## config.mk

```make
export PLATFORM = sky130hd
export DESIGN_NAME = rcc_char_decoder
export DESIGN_NICKNAME = d
export VERILOG_FILES = /design/src/rtl/rcc_char_decoder.sv
export SDC_FILE = /design/constraint.sdc
export NUM_CORES = 1
export LEC_CHECK = 0
export BUFFER_PORTS_ARGS = -buffer_cell sky130_fd_sc_hd__buf_2
export CAP_MARGIN = 20
export CORE_MARGIN = 4
export CORE_UTILIZATION = 52
export DETAILED_ROUTE_END_ITERATION = 10
export GPL_TIMING_DRIVEN = 0
export PLACE_DENSITY = 0.71
export SYNTH_ARGS = -nofsm -noshare
export SYNTH_HDL_FRONTEND = slang
export SYNTH_SLANG_ARGS = --single-unit
```

## constraint.sdc

```tcl
create_clock -name clk -period 6.1 [get_ports clk]
set_input_delay 1.22 -clock clk [delete_from_list [all_inputs] [get_ports clk]]
set_output_delay 1.22 -clock clk [all_outputs]
set_load 0.005 [all_outputs]
```

## src/rtl/rcc_char_decoder.sv

```systemverilog
// rcc_char_decoder
// Consumer end of the RCC character stream: collects ASCII digits strobed by
// digit_clk inside a frame (frame_flag low), rebuilds the binary value and
// reports length, character, overflow and empty-frame errors when the frame
// closes. Starts in SYNC so that a frame already running at reset release is
// never decoded.
module rcc_char_decoder #(
    parameter int RES_W      = 16,
    parameter int MAX_DIGITS = 5
) (
    input  logic             clk,
    input  logic             reset,
    input  logic             digit_clk,
    input  logic [7:0]       din_char,
    input  logic             frame_flag,
    output logic [RES_W-1:0] result,
    output logic             result_valid,
    output logic             err_char,
    output logic             err_len,
    output logic             err_ovf,
    output logic             err_empty,
    output logic [7:0]       bad_char,
    output logic [3:0]       digit_count,
    output logic             busy
);

    // Four guard bits keep acc*10+9 from wrapping before the range check.
    localparam int ACC_W = RES_W + 4;
    localparam logic [ACC_W-1:0] RES_MAX = {{4{1'b0}}, {RES_W{1'b1}}};
    localparam logic [ACC_W-1:0] TEN     = {{(ACC_W-4){1'b0}}, 4'd10};
    localparam logic [3:0]       MAX_CNT = 4'(MAX_DIGITS);

    typedef enum logic [1:0] {
        ST_SYNC  = 2'd0,
        ST_IDLE  = 2'd1,
        ST_ACCUM = 2'd2
    } state_t;

    // ASCII '0'..'9'
    function automatic logic is_digit(input logic [7:0] c);
        return (c >= 8'h30) && (c <= 8'h39);
    endfunction

    state_t           state_r;
    state_t           state_next_s;
    logic             prev_flag_r;
    logic             fall_s;
    logic             rise_s;
    logic             entry_s;
    logic             close_s;
    logic             accept_s;

    // Working (in-frame) state
    logic [RES_W-1:0] acc_r,   acc_next_s,   acc_base_s;
    logic [3:0]       cnt_r,   cnt_next_s,   cnt_base_s;
    logic             wchar_r, wchar_next_s, wchar_base_s;
    logic             wlen_r,  wlen_next_s,  wlen_base_s;
    logic             wovf_r,  wovf_next_s,  wovf_base_s;
    logic [7:0]       wbad_r,  wbad_next_s,  wbad_base_s;
    logic [ACC_W-1:0] prod_s;
    logic             any_err_s;

    // Registered outputs
    logic [RES_W-1:0] result_r;
    logic             result_valid_r;
    logic             err_char_r;
    logic             err_len_r;
    logic             err_ovf_r;
    logic             err_empty_r;
    logic [7:0]       bad_char_r;
    logic [3:0]       digit_count_r;
    logic             busy_r;

    assign fall_s = ~frame_flag & prev_flag_r;
    assign rise_s = frame_flag & ~prev_flag_r;

    // Next-state logic: SYNC waits for idle, IDLE opens on fall, ACCUM closes on rise
    always_comb begin
        state_next_s = state_r;
        entry_s      = 1'b0;
        close_s      = 1'b0;
        case (state_r)
            ST_SYNC: begin
                if (frame_flag) begin
                    state_next_s = ST_IDLE;
                end else begin
                    state_next_s = ST_SYNC;
                end
            end
            ST_IDLE: begin
                if (fall_s) begin
                    state_next_s = ST_ACCUM;
                    entry_s      = 1'b1;
                end else begin
                    state_next_s = ST_IDLE;
                end
            end
            ST_ACCUM: begin
                if (rise_s) begin
                    state_next_s = ST_IDLE;
                    close_s      = 1'b1;
                end else begin
                    state_next_s = ST_ACCUM;
                end
            end
            default: begin
                state_next_s = ST_SYNC;
            end
        endcase
    end

    // Frame accumulator: clear on entry, then fold in the accepted character
    always_comb begin
        if (entry_s) begin
            acc_base_s   = '0;
            cnt_base_s   = 4'd0;
            wchar_base_s = 1'b0;
            wlen_base_s  = 1'b0;
            wovf_base_s  = 1'b0;
            wbad_base_s  = 8'h00;
        end else begin
            acc_base_s   = acc_r;
            cnt_base_s   = cnt_r;
            wchar_base_s = wchar_r;
            wlen_base_s  = wlen_r;
            wovf_base_s  = wovf_r;
            wbad_base_s  = wbad_r;
        end

        // A strobe on the rising-flag cycle sees frame_flag=1 and is dropped here.
        accept_s = digit_clk & ~frame_flag & ((state_r == ST_ACCUM) | entry_s);
        prod_s   = ({{4{1'b0}}, acc_base_s} * TEN) + {{(ACC_W-4){1'b0}}, din_char[3:0]};

        acc_next_s   = acc_base_s;
        cnt_next_s   = cnt_base_s;
        wchar_next_s = wchar_base_s;
        wlen_next_s  = wlen_base_s;
        wovf_next_s  = wovf_base_s;
        wbad_next_s  = wbad_base_s;

        if (accept_s) begin
            if (cnt_base_s == 4'd15) begin
                cnt_next_s = 4'd15;
            end else begin
                cnt_next_s = cnt_base_s + 4'd1;
            end
            if (is_digit(din_char)) begin
                if (cnt_base_s >= MAX_CNT) begin
                    // Too many digits: count it but stop accumulating.
                    wlen_next_s = 1'b1;
                end else if (prod_s > RES_MAX) begin
                    wovf_next_s = 1'b1;
                    acc_next_s  = '1;
                end else begin
                    acc_next_s = prod_s[RES_W-1:0];
                end
            end else begin
                wchar_next_s = 1'b1;
                if (!wchar_base_s) begin
                    wbad_next_s = din_char;
                end else begin
                    wbad_next_s = wbad_base_s;
                end
            end
        end else begin
            acc_next_s = acc_base_s;
        end

        any_err_s = wchar_r | wlen_r | wovf_r | (cnt_r == 4'd0);
    end

    // State, edge detector and working registers
    always_ff @(posedge clk) begin
        if (reset) begin
            state_r     <= ST_SYNC;
            prev_flag_r <= 1'b1;
            acc_r       <= '0;
            cnt_r       <= 4'd0;
            wchar_r     <= 1'b0;
            wlen_r      <= 1'b0;
            wovf_r      <= 1'b0;
            wbad_r      <= 8'h00;
        end else begin
            state_r     <= state_next_s;
            prev_flag_r <= frame_flag;
            acc_r       <= acc_next_s;
            cnt_r       <= cnt_next_s;
            wchar_r     <= wchar_next_s;
            wlen_r      <= wlen_next_s;
            wovf_r      <= wovf_next_s;
            wbad_r      <= wbad_next_s;
        end
    end

    // Frame-close result registers; held between closes, one-cycle valid pulse
    always_ff @(posedge clk) begin
        if (reset) begin
            result_r       <= '0;
            result_valid_r <= 1'b0;
            err_char_r     <= 1'b0;
            err_len_r      <= 1'b0;
            err_ovf_r      <= 1'b0;
            err_empty_r    <= 1'b0;
            bad_char_r     <= 8'h00;
            digit_count_r  <= 4'd0;
            busy_r         <= 1'b0;
        end else begin
            busy_r <= (state_next_s == ST_ACCUM);
            if (close_s) begin
                result_r       <= any_err_s ? {RES_W{1'b1}} : acc_r;
                result_valid_r <= 1'b1;
                err_char_r     <= wchar_r;
                err_len_r      <= wlen_r;
                err_ovf_r      <= wovf_r;
                err_empty_r    <= (cnt_r == 4'd0);
                bad_char_r     <= wbad_r;
                digit_count_r  <= cnt_r;
            end else begin
                result_valid_r <= 1'b0;
            end
        end
    end

    assign result       = result_r;
    assign result_valid = result_valid_r;
    assign err_char     = err_char_r;
    assign err_len      = err_len_r;
    assign err_ovf      = err_ovf_r;
    assign err_empty    = err_empty_r;
    assign bad_char     = bad_char_r;
    assign digit_count  = digit_count_r;
    assign busy         = busy_r;

endmodule
```

# Yosys cells after proc, flatten, opt, wreduce, memory -nomap -nowiden
# Cells that the tools add are included.
[totals]
ff_bits = 68
inputBits = 12
output_inout_bits = 34
word_cells = 75
[op_classes]
n_addsub = 2
n_mul = 1
magnitude_cmp = 4
eq_ne = 4
muxes = 34
n_bitwise = 10
n_reduce_logical = 3
[op_table]
columns = ["op", "n"]
rows = [
  ["$mux 16", 6],
  ["$mux 8", 4],
  ["$add 20x4->20", 1],
  ["$gt 20x16->1 const B", 1],
  ["$mul 16x3->19 const B", 1],
  ["$mux 1", 18],
  ["$mux 4", 3],
  ["$ge 8x6->1 const B", 1],
  ["$le 8x6->1 const B", 1],
  ["$pmux 2 s3", 1],
  ["$add 4x1->4 const B", 1],
  ["$and 1x1->1", 4],
  ["$eq 2x2->1 const B", 2],
  ["$eq 4x4->1 const B", 1],
  ["$ge 4x3->1 const B", 1],
  ["$logic_not 4->1", 1],
  ["$mux 2", 2],
  ["$or 1x1->1", 4],
  ["$eq 2x1->1 const B", 1],
  ["$logic_not 2->1", 1],
  ["$not 1->1", 2],
  ["$logic_and 1x1->1", 1],
]

# Longest topological paths before layout
[depth]
depth_word = 12
ltp_mapped = 16
ltp_nobuf = 13

# Least setup slack after synthesis
# OpenSTA, ideal clock, no wires.
[synth_timing]
kind = "in2reg"
start = "input frame_flag"
end = "register acc_r[10]"
setup_time_ns = 0.119
t_arrival_ns = 4.483
required_ns = 5.981
path_slack_ns = 1.498
stages = 16
path_buffers = 3
cell_sequence = "nand4bb_1 > clkbuf_1 > clkbuf_1 > and3_1 > ha_1 > inv_1 > fa_1 > nand2b_1 > a211oi_2 > o21ai_0 > nor3b_2 > and4_4 > and4_4 > o211ai_4 > buf_6 > o221a_1"
[synth_between]
elab_chain_cells = 12
word_cells_on_any_way = 17
classes_between = "1 x add/sub; 1 x mul; 2 x order compare; 8 x mux; 5 x bitwise"
[synth_rtl]
columns = ["element", "line", "rtl"]
rows = [
  ["from (decl)", "15", "input logic frame_flag,"],
  ["$not 1->1 (*)", "74, 131", ""],
  ["$and 1x1->1", "74", "assign fall_s = ~frame_flag & prev_flag_r;"],
  ["$mux 1", "91", "if (fall_s) begin"],
  ["$mux 1", "82", "case (state_r)"],
  ["$mux 16", "114", "if (entry_s) begin"],
  ["$mul 16x3->19", "132", "prod_s = ({{4{1'b0}}, acc_base_s} * TEN) + {{(ACC_W-4){1'b0}}, din_char[3:0]};"],
  ["$add 20x4->20", "132", ""],
  ["$gt 20x16->1", "151", "end else if (prod_s > RES_MAX) begin"],
  ["$mux 16", "151", ""],
  ["$mux 16", "148", "if (cnt_base_s >= MAX_CNT) begin"],
  ["$mux 16", "147", "if (is_digit(din_char)) begin"],
  ["$mux 16 (*)", "141", "if (accept_s) begin"],
  ["to (signal assigned)", "186", "acc_r <= acc_next_s;"],
  ["to (decl)", "54", "logic [RES_W-1:0] acc_r, acc_next_s, acc_base_s;"],
]
# Every way passes the cells marked *; elsewhere a longest branch is shown, timed or not.
# A chain may end at the register's enable or synchronous reset.

# Final worst setup path
[layout_timing]
start = "input frame_flag"
end = "register acc_r[8]"
# Same word-level chain as after synthesis.

==> impl_metrics.tcl <==
set metrics [dict create \
    grt_overflow_total 0 \
    cts_setup_buffers 0 \
    top_layer "met4" \
    syn_inst 473 \
    ios 46 \
    fin_crit_sh 0.8831 \
    wl_met2_um 5072 \
    cts_buffers 9 \
    worstPathArrival_ps 5620 \
    critPathKind "input pin to register" \
    finClkSkew_ps 8.325 \
    grt_use_total 0.2327 \
    vias 3682 \
    synth-main-ff-cell "dfxtp_1" \
    root_buffer "clkbuf_8" \
    synth.distinct_cells 64 \
    ant_nets 0 \
    ir_drop_uv 107.5 \
    final_area_sq_um 4668 \
    drt_first_pass_iters 4 \
    worstMarginPinSlew_ps 713.8 \
    die_area_sq_um 9323 \
    maxCapViolations 0 \
    powerDensity_nw_per_um2 203.7 \
    vias_per_cell 5.808 \
    grt_pass1_vias 3546 \
    synth_compound_area_frac 0.2409 \
    grt_max_degree 14 \
    leakagePower_nw 2.000 \
    synth-async-reset-ratio 0 \
    synth_top_family_by_area "compound AO/OA/AOI/OAI gates" \
    ys_seq_area_frac 0.3338 \
    drive_gt1_frac 0.2162 \
    hold_buffers 0 \
    tns_ps 0 \
    chipHeight_um 96.56 \
    cts_buffer_depth 2 \
    row_count 32 \
    wirelength_um 10260 \
    wl_met3_um 379 \
    syn_nets 512 \
    cts_sinks 68 \
    setup_violations 0 \
    tritoncts "done" \
    drt_first_iter_violations 205 \
    min_path_type "register to register" \
    outcome "finished, final reports clean" \
    path_clk_slew_ps 80 \
    grt_antenna_before_repair 0 \
    drc 0 \
    power_uw 950.8 \
    muxShareOfSynthArea 0.005216 \
    synth-xor-area-share 0.06413 \
    synth_edf_count 0 \
    synth_fa_ha_area_frac 0.08469 \
    layout.nets 566 \
    initial_core_util 0.5304 \
    synthSimpleGateAreaFrac 0.2206 \
    port_buffers 43 \
    avgSynthCellArea_sq_um 8.621 \
    syn_area_sq_um 4078 \
    hold_viol_final 0 \
    syn_to_final_growth_pct 14.48 \
    relSlewSlack 0.5191 \
    ys_seq_elements 68 \
    dp_hpwl_um 7942 \
    cts_max_level 3 \
    post_cts_resized 0 \
    placed_cell_area_sq_um 4420 \
    wl_met1_um 4576 \
    die_w_um 96.56 \
    required_ps 6340 \
    coreArea_sq_um 7687 \
    wire_per_inst_um 16.18 \
    rsz0062_at_grt "no" \
    place_congestion 0.9343 \
    clk_latency_ps 350 \
    cp_max_fo 10 \
    fin_crit_ps 5387 \
    ys_warn_count 0 \
    critPathCaptureType "register" \
    diodes 0 \
    timing.fmax_ghz 0.1856 \
    grt_first_pass_wirelength_um 17060 \
    startpoint_type "input pin" \
    maxSlewViolCount 0 \
]
state kept, by name, summed over array words and instances (netlist names), 2 cells and up:
name	flops
acc_r	16
result	16
bad_char	8
wbad_r	8
cnt_r	4
digit_count	4
state_r	2
cells in the mapped netlist (4+ instances only):
cell,number,area (sq um)
a21oi_1,48,240.2
clkbuf_1,20,75.07
nand2b_1,4,25.02
o221a_1,5,56.30
a211oi_1,8,60.06
nor2_1,28,105.1
o21a_1,10,75.07
and3_1,8,50.05
nor3_1,8,40.04
nand3_1,16,80.08
xnor2_1,21,183.9
inv_1,12,45.04
and2_1,9,56.30
dfxtp_1,68,1361
ha_1,26,325.3
nand4_1,5,31.28
nand2_1,67,251.5
o221a_2,22,247.7
xor2_1,7,61.31
and2_2,6,45.04
a31oi_1,4,25.02
o21ai_0,14,70.07
power breakdown:
part           switching [mW]  total [mW]  internal (mW)
registers             0.00354       0.452          0.448
logic                  0.0292      0.0445         0.0153
clock network           0.180       0.455          0.274
layer usage:
| metal | track usage | vias to the layer above |
|---|---|---|
| met3 | 0.03408 | 23 |
| met4 | 0.08528 | 0 |
| met1 | 0.2892 | 1754 |
| li1 | - | 1821 |
| met2 | 0.4069 | 84 |
| met5 | 0 | - |
worst max-delay path, stage by stage:
cell and delay (ps):
buf_2 130, nand4bb_1 340, clkbuf_1 370, clkbuf_1 440
and3_1 230, ha_1 260, inv_1 80, fa_1 400
xor2_1 190, nor3b_1 300, a21boi_1 380, nor3b_1 230
and4_4 260, and4_4 250, o211ai_4 130, buf_6 190
o221a_1 210
metrics by stage:
stage | util | hold slack (ps) | instances | setup WS [ps]
2_1_floorplan | - | 432.1 | 473 | 1498
3_3_place_gp | 0.5750 | 440.6 | 618 | 427.8
3_5_place_dp | 0.5750 | 445.0 | 618 | 369.7
4_1_cts | 0.6073 | 456.3 | 634 | 734.4
5_1_grt | 0.6073 | 472.6 | 634 | 421.1
6_report | 0.6073 | 453.5 | 634 | 713.2
cell type report:
class | instances | area, sq um
well taps | 102 | 127.6
inverters | 13 | 48.80
multi-input cells | 364 | 2510
fillers | 722 | 3019
clock buffers | 9 | 123.9
plain buffers | 28 | 157.7
repair buffers | 43 | 215.2
flip-flops and latches | 68 | 1361
clock inverters | 7 | 123.9
cells in the final DEF (no fill, tap or decap), types with 9 or more instances in the layout:
master,instances
nand3_1,16
inv_1,12
dfxtp_1,68
o21ai_0,14
a21oi_1,48
clkbuf_1,20
o21a_1,10
ha_1,26
o221a_2,22
and2_1,9
clkbuf_8,11
nor2_1,28
xnor2_1,21
nand2_1,67
buf_2,44
worst paths after layout:
kind                    start  slack (ps)     endpoint  cells after the start
hold reg to reg   bad_char[2]         450  bad_char[2]                      2
setup / recovery   frame_flag         710     acc_r[8]                     17
hold / removal    bad_char[2]         450  bad_char[2]                      2
setup reg to reg   state_r[1]        1350     acc_r[8]                     16
logic make-up (layout without fill, tap and decap cells):
family	Yosys count	after routing
and+or+nand+nor	173	173
muxes	2	2
buffers and inverters	41	100
AOI/OAI and AO/OA	133	133
DFF	68	68
xor gates and xnor gates	29	29
adders and majority gates	27	27
Note: power is estimated with default switching activity, not from simulation.
